===== src/rtl/id_ex_pipe_reg.sv =====
// id_ex_pipe_reg: MIPS ID/EX pipeline register with stall, flush, valid tracking and load-use detection.
// Define ID_EX_STALL_CNT_EN to enable the saturating stall-cycle counter on stall_cnt.
module id_ex_pipe_reg #(
    parameter int DATA_W     = 32,
    parameter int REG_ADDR_W = 5
) (
    input  logic                  clk,
    input  logic                  rst,
    input  logic                  stall,
    input  logic                  flush,
    input  logic                  id_valid,
    input  logic [DATA_W-1:0]     id_pc_plus4,
    input  logic [DATA_W-1:0]     id_rd_data1,
    input  logic [DATA_W-1:0]     id_rd_data2,
    input  logic [DATA_W-1:0]     id_imm_ext,
    input  logic [REG_ADDR_W-1:0] id_rs,
    input  logic [REG_ADDR_W-1:0] id_rt,
    input  logic [REG_ADDR_W-1:0] id_rd,
    input  logic                  id_reg_write,
    input  logic                  id_mem_to_reg,
    input  logic                  id_mem_read,
    input  logic                  id_mem_write,
    input  logic                  id_branch,
    input  logic                  id_alu_src,
    input  logic                  id_reg_dst,
    input  logic [1:0]            id_alu_op,
    output logic                  ex_valid,
    output logic [DATA_W-1:0]     ex_pc_plus4,
    output logic [DATA_W-1:0]     ex_rd_data1,
    output logic [DATA_W-1:0]     ex_rd_data2,
    output logic [DATA_W-1:0]     ex_imm_ext,
    output logic [REG_ADDR_W-1:0] ex_rs,
    output logic [REG_ADDR_W-1:0] ex_rt,
    output logic [REG_ADDR_W-1:0] ex_rd,
    output logic                  ex_reg_write,
    output logic                  ex_mem_to_reg,
    output logic                  ex_mem_read,
    output logic                  ex_mem_write,
    output logic                  ex_branch,
    output logic                  ex_alu_src,
    output logic                  ex_reg_dst,
    output logic [1:0]            ex_alu_op,
    output logic                  load_use,
    output logic [15:0]           stall_cnt
);
    typedef struct packed {
        logic                  valid;
        logic [DATA_W-1:0]     pc_plus4;
        logic [DATA_W-1:0]     rd_data1;
        logic [DATA_W-1:0]     rd_data2;
        logic [DATA_W-1:0]     imm_ext;
        logic [REG_ADDR_W-1:0] rs;
        logic [REG_ADDR_W-1:0] rt;
        logic [REG_ADDR_W-1:0] rd;
        logic                  reg_write;
        logic                  mem_to_reg;
        logic                  mem_read;
        logic                  mem_write;
        logic                  branch;
        logic                  alu_src;
        logic                  reg_dst;
        logic [1:0]            alu_op;
    } stage_t;

    stage_t stage_q, stage_d, load;

    always_comb begin
        load            = '0;
        load.valid      = id_valid;
        load.pc_plus4   = id_pc_plus4;
        load.rd_data1   = id_rd_data1;
        load.rd_data2   = id_rd_data2;
        load.imm_ext    = id_imm_ext;
        load.rs         = id_rs;
        load.rt         = id_rt;
        load.rd         = id_rd;
        // An invalid slot must never commit architectural state.
        load.reg_write  = id_reg_write & id_valid;
        load.mem_to_reg = id_mem_to_reg;
        load.mem_read   = id_mem_read;
        load.mem_write  = id_mem_write & id_valid;
        load.branch     = id_branch;
        load.alu_src    = id_alu_src;
        load.reg_dst    = id_reg_dst;
        load.alu_op     = id_alu_op;
        stage_d         = flush ? '0 : (stall ? stage_q : load);
    end

    always_ff @(posedge clk or posedge rst) begin
        if (rst) stage_q <= '0;
        else     stage_q <= stage_d;
    end

    assign ex_valid      = stage_q.valid;
    assign ex_pc_plus4   = stage_q.pc_plus4;
    assign ex_rd_data1   = stage_q.rd_data1;
    assign ex_rd_data2   = stage_q.rd_data2;
    assign ex_imm_ext    = stage_q.imm_ext;
    assign ex_rs         = stage_q.rs;
    assign ex_rt         = stage_q.rt;
    assign ex_rd         = stage_q.rd;
    assign ex_reg_write  = stage_q.reg_write;
    assign ex_mem_to_reg = stage_q.mem_to_reg;
    assign ex_mem_read   = stage_q.mem_read;
    assign ex_mem_write  = stage_q.mem_write;
    assign ex_branch     = stage_q.branch;
    assign ex_alu_src    = stage_q.alu_src;
    assign ex_reg_dst    = stage_q.reg_dst;
    assign ex_alu_op     = stage_q.alu_op;

    assign load_use = stage_q.valid & stage_q.mem_read & (stage_q.rt != '0) & id_valid &
                      ((stage_q.rt == id_rs) | (stage_q.rt == id_rt));

`ifdef ID_EX_STALL_CNT_EN
    logic [15:0] cnt_q, cnt_d;

    always_comb begin
        cnt_d = (stall & ~flush & (cnt_q != 16'hFFFF)) ? cnt_q + 16'd1 : cnt_q;
    end

    always_ff @(posedge clk or posedge rst) begin
        if (rst) cnt_q <= '0;
        else     cnt_q <= cnt_d;
    end

    assign stall_cnt = cnt_q;
`else
    assign stall_cnt = 16'h0000;
`endif
endmodule

===== config.mk =====
export PLATFORM = sky130hd
export DESIGN_NAME = id_ex_pipe_reg
export DESIGN_NICKNAME = d
export VERILOG_FILES = /design/src/rtl/id_ex_pipe_reg.sv
export SDC_FILE = /design/constraint.sdc
export NUM_CORES = 1
export LEC_CHECK = 0
export ABC_AREA = 1
export ABC_CLOCK_PERIOD_IN_PS = 5800
export CAP_MARGIN = 15
export CORE_ASPECT_RATIO = 0.6
export CORE_MARGIN = 1.5
export CORE_UTILIZATION = 40
export DETAILED_ROUTE_END_ITERATION = 10
export PLACE_DENSITY_LB_ADDON = 0.05
export SYNTH_ARGS = -nofsm -noshare
export SYNTH_HDL_FRONTEND = slang
export SYNTH_SLANG_ARGS = --single-unit

===== constraint.sdc =====
create_clock -name clk -period 5.8 [get_ports clk]
set_clock_uncertainty 0.1 [all_clocks]
set_input_delay 0.58 -clock clk [delete_from_list [all_inputs] [get_ports clk]]
set_output_delay 0.58 -clock clk [all_outputs]
set_load 0.01 [all_outputs]

Word level (Yosys, flattened, before mapping)
Cells that the tools add are included.
{ "word_totals": {"ff_bits": 153, "elab_cells": 29, "in_bits": 157, "output_inout_bits": 170} }
{ "classes": {"bitwise": 7, "reduce_logical": 1, "muxes": 2, "eq_ne": 3} }
{ "op_table": {"columns": ["op", "n"], "rows": [
  ["two-way mux 153 bit", 2],
  ["== test 5 bit", 2],
  ["bitwise AND 1 bit", 6],
  ["nonzero test 5 bit", 1],
  ["inequality test 2 x 1 -> 1 bit, second input constant", 1],
  ["OR 1 bit", 1]
]} }

Logic depth before layout (Yosys ltp)
{ "logic_depth": {"word_depth": 4, "ltp_mapped": 6, "mapped_depth_nobuf": 6} }

Least setup slack after synthesis
Ideal clock, no wire load.
{ "synth_path": {"kind": "input-to-output", "from": "input port id_rt[3]", "to": "output port load_use", "slack_ps": 4034, "t_arrival_ps": 1086, "stages": 6, "path_cell_list": "inv_1 > nand2_1 > nand2_1 > nor2_1 > nand3_1 > a21oi_1"} }
{ "synth_via": {"elab_chain_cells": 3} }
{ "synth_lines": {"columns": ["element", "line_no", "rtl"], "rows": [
  ["from (decl)", "17", "input logic [REG_ADDR_W-1:0] id_rt,"],
  ["== test 5 bit", "112", "((stage_q.rt == id_rs) | (stage_q.rt == id_rt));"],
  ["OR 1 bit", "112", null],
  ["bitwise AND 1 bit", "111", "assign load_use = stage_q.valid & stage_q.mem_read & (stage_q.rt != '0) & id_valid &"],
  ["to (decl)", "43", "output logic load_use,"]
]} }
No other way between the ends.

Final worst setup path
{ "layout_path": {"from": "input port id_rs[2]", "to": "output port load_use"} }
{ "layout_via": {"elab_chain_cells": 3} }
{ "layout_lines": {"columns": ["element", "line_no", "rtl"], "rows": [
  ["from (decl)", "16", "input logic [REG_ADDR_W-1:0] id_rs,"],
  ["== test 5 bit", "112", null],
  ["OR 1 bit", "112", null],
  ["bitwise AND 1 bit", "111", null]
]} }
No other way between the ends.

==> impl_metrics.csv <==
group,metric,value,unit
drt,wirelength,19370,µm
hold_path,hold_path.class,"reg -> reg",
clock_tree,clock-sinks,153,
drt,vias_per_cell,4.764,
clock_tree,clk_latency,0.41,ns
power,p_per_area,265.7,nW/µm²
placed_design,gp_congestion,0.8823,
setup_path,crit_type,"in -> out",
clock_tree,cts_setup_buffers,0,
placed_design,dp_hpwl,13030,µm
placed_design,dp.cells,1187,
global_route,grt_pass1_wl,30300,µm
sta,rsz0062_at_grt,"false",
floorplanning,die_w,165.5,µm
power,power_frac_seq,43.9,%
finish,syn2layout_area_growth,57.26,%
power,comb_power_share,15.6,%
sta,fin_setup_tns,0,ns
sta,finalSetupViolations,0,
floorplanning,die_area,16630,µm²
sta,fin_crit,2.847,ns
clock_tree,clkSlewWorstSetupHoldPaths,0.06,ns
global_route,use_met3,8.433,%
floorplanning,row_count,35,
power,p_leak,4.916,nW
clock_tree,cts_resized,0,
finish,nNetsFinal,1160,
hold_path,hold_path_depth,2,
setup_path,reg2reg_slack,4.88,ns
placed_design,port_buffers,310,
setup_path,crit_arrival,2.17,ns
logic_synthesis,yosysWarnings,0,
sta,max_freq,0.3512,GHz
setup_path,path_max_fanout,2,
clock_tree,hold_buffers,0,
logic_synthesis,synth_seq_area_share,60.41,%
clock_tree,cts_root_buffer,"clkbuf_16",
sta,drv_slew,0,
clock_tree,cts_tree,"done",
setup_path,end_kind,"output port",
setup_path,required,5.12,ns
global_route,grt-busiest-layer,"met2",
setup_path,reg2reg_to,"ex_rt[3]$_DFFE_PP0P_",
floorplanning,core-area,15410,µm²
power,p_int,0.001930,W
power,clkPwrFrac,40.6,%
clock_tree,htreeDepth,4,
placed_design,place_ws,2.793,ns
floorplanning,fp.dieH,100.5,µm
drt,drt_iter0_markers,473,
setup_path,reg2reg_depth,2,
finish,antennaDiodeCount,0,
setup_path,r2r-start,"ex_rt[3]$_DFFE_PP0P_",
logic_synthesis,netlist_area,6337,µm²
drt,ant_nets,0,
global_route,use_met2,37.63,%
clock_tree,cts.path.max_buffers,2,
global_route,grt_max_degree,97,
global_route,grt_overflow,0,
finish,stdcell_count,1219,
sta,setup_ws,2.953,ns
floorplanning,pin_count,327,
drt,post-route-drc-count,0,
logic_synthesis,avgSynthCellArea,8.826,µm²
setup_path,crit_start,"id_rs[2]",
drt,num_vias,5807,
sta,worst_pin_slew,1.033,ns
power,ir_worst_vdd,0.1963,mV
global_route,use_met1,30.88,%
outcome,status,"finished, final reports clean",
floorplanning,start_util,41.11,%
finish,fin_util,64.65,%
global_route,grt_usage,23.54,%
setup_path,critPathLaunchType,"input port",
drt,drtPass1Iterations,6,
finish,drive_gt1_share,4.134,%
sta,fin_crit_sh,49.09,%
hold_path,min_to,"ex_rd_data2[16]$_DFFE_PP0P_",
logic_synthesis,ys_types,19,
sta,timing.final.hold_violations,0,
logic_synthesis,syn_inst,718,
drt,wl_per_cell,15.89,µm
clock_tree,cts_buffers,17,
power,swShare,27.11,%
power,power.switching,0.0007178,W
logic_synthesis,ys_seq_elements,153,
sta,slew_headroom,30.95,%
flow_run,drv_cap,0,
global_route,grt_pass1_vias,5644,
hold_path,worstHoldStart,"ex_rd_data2[16]$_DFFE_PP0P_",
global_route,antenna_found_initial,1,
area by class of cell:
class	count	area, µm²
Inverter	15	63.81
Fill cell	1335	5449
Sequential cell	153	3829
Timing Repair Buffer	316	3146
Tap cell	203	254.0
Clock inverter	14	125.1
Clock buffer	18	439.2
Multi-Input combinational cell	500	2110
cells in the mapped netlist:
master / n / area, µm²
nand2_1: 310 / 1164
dfrtp_1: 153 / 3829
nand3_1: 152 / 760.7
buf_4: 30 / 225.2
buf_2: 28 / 140.1
inv_1: 14 / 52.55
nor2_1: 7 / 26.28
o21ai_0: 5 / 25.02
buf_1: 3 / 11.26
clkbuf_1: 3 / 11.26
o22ai_1: 3 / 18.77
nand4_1: 2 / 12.51
xnor2_1: 2 / 17.52
a21oi_1: 1 / 5.000
buf_6: 1 / 11.26
conb_1: 1 / 3.750
inv_2: 1 / 3.750
nor2_4: 1 / 11.26
xor2_1: 1 / 8.760
worst max path at each step:
| stage | cells past startpoint | endpoint |
|---|---|---|
| after detailed placement | 5 | ex_pc_plus4[12]$_DFFE_PP0P_ |
| after CTS | 8 | load_use |
| after floorplan | 1 | ex_alu_op[0]$_DFFE_PP0P_ |
| final | 8 | load_use |
| after global routing | 8 | load_use |
| after global placement | 5 | ex_pc_plus4[14]$_DFFE_PP0P_ |
power by group through the flow:
stage	clock (W)	sequential (W)	combinational (W)
floorplan	0	0.00121	0.000134
global placement	0	0.00118	0.000416
detailed placement	0	0.00118	0.000418
CTS	0.00110	0.00116	0.000419
global route	0.00114	0.00117	0.000452
finish	0.00107	0.00116	0.000413
per-layer routing:
metal	vias up	part of all wire [%]
met4	2	0.87
met3	15	9.7
met2	212	48
li1	2824	-
met1	2754	41
met5	-	0.067
through the flow:
step | cell area, µm² | power [W] | hold slack, ns
after global placement | 9402 | 0.001595 | 0.3890
after floorplan | 6394 | 0.001341 | 0.4402
final | 9966 | 0.002648 | 0.4032
after CTS | 9966 | 0.002675 | 0.4093
after detailed placement | 9402 | 0.001598 | 0.3921
after global routing | 9966 | 0.002765 | 0.4245
critical path, stage by stage:
cell and delay [ns]:
clkdlybuf4s50_1 0.48, inv_1 0.05, nand2_1 0.05, nand2_1 0.05
nor2_1 0.16, nand3_1 0.09, a21oi_1 0.15, clkdlybuf4s50_1 0.56
cells by family (layout without fill, tap and decap cells):
family	Yosys count	in the layout	synth area share [%]
xor+xnor	3	3	0.4147
other cells	1	16	0.05917
simple gates	472	472	31.16
compound gates	9	9	0.7699
buf+inv	80	363	7.186
flops	153	153	60.41
layout by cell type, fill, tap and decap left out:
master and instances:
nand3_1 152, conb_1 16, clkinv_4 1, a21oi_1 1
buf_4 7, dfrtp_1 153, xor2_1 1, clkinv_2 2
nand2_1 310, inv_6 8, o21ai_0 5, nand4_1 2
clkbuf_16 17, nor2_4 1, inv_1 13, clkbuf_8 1
nor2_1 7, inv_8 4, o22ai_1 3, xnor2_1 2
inv_4 1, clkdlybuf4s50_1 309
Power figures use the tool's default switching activity.
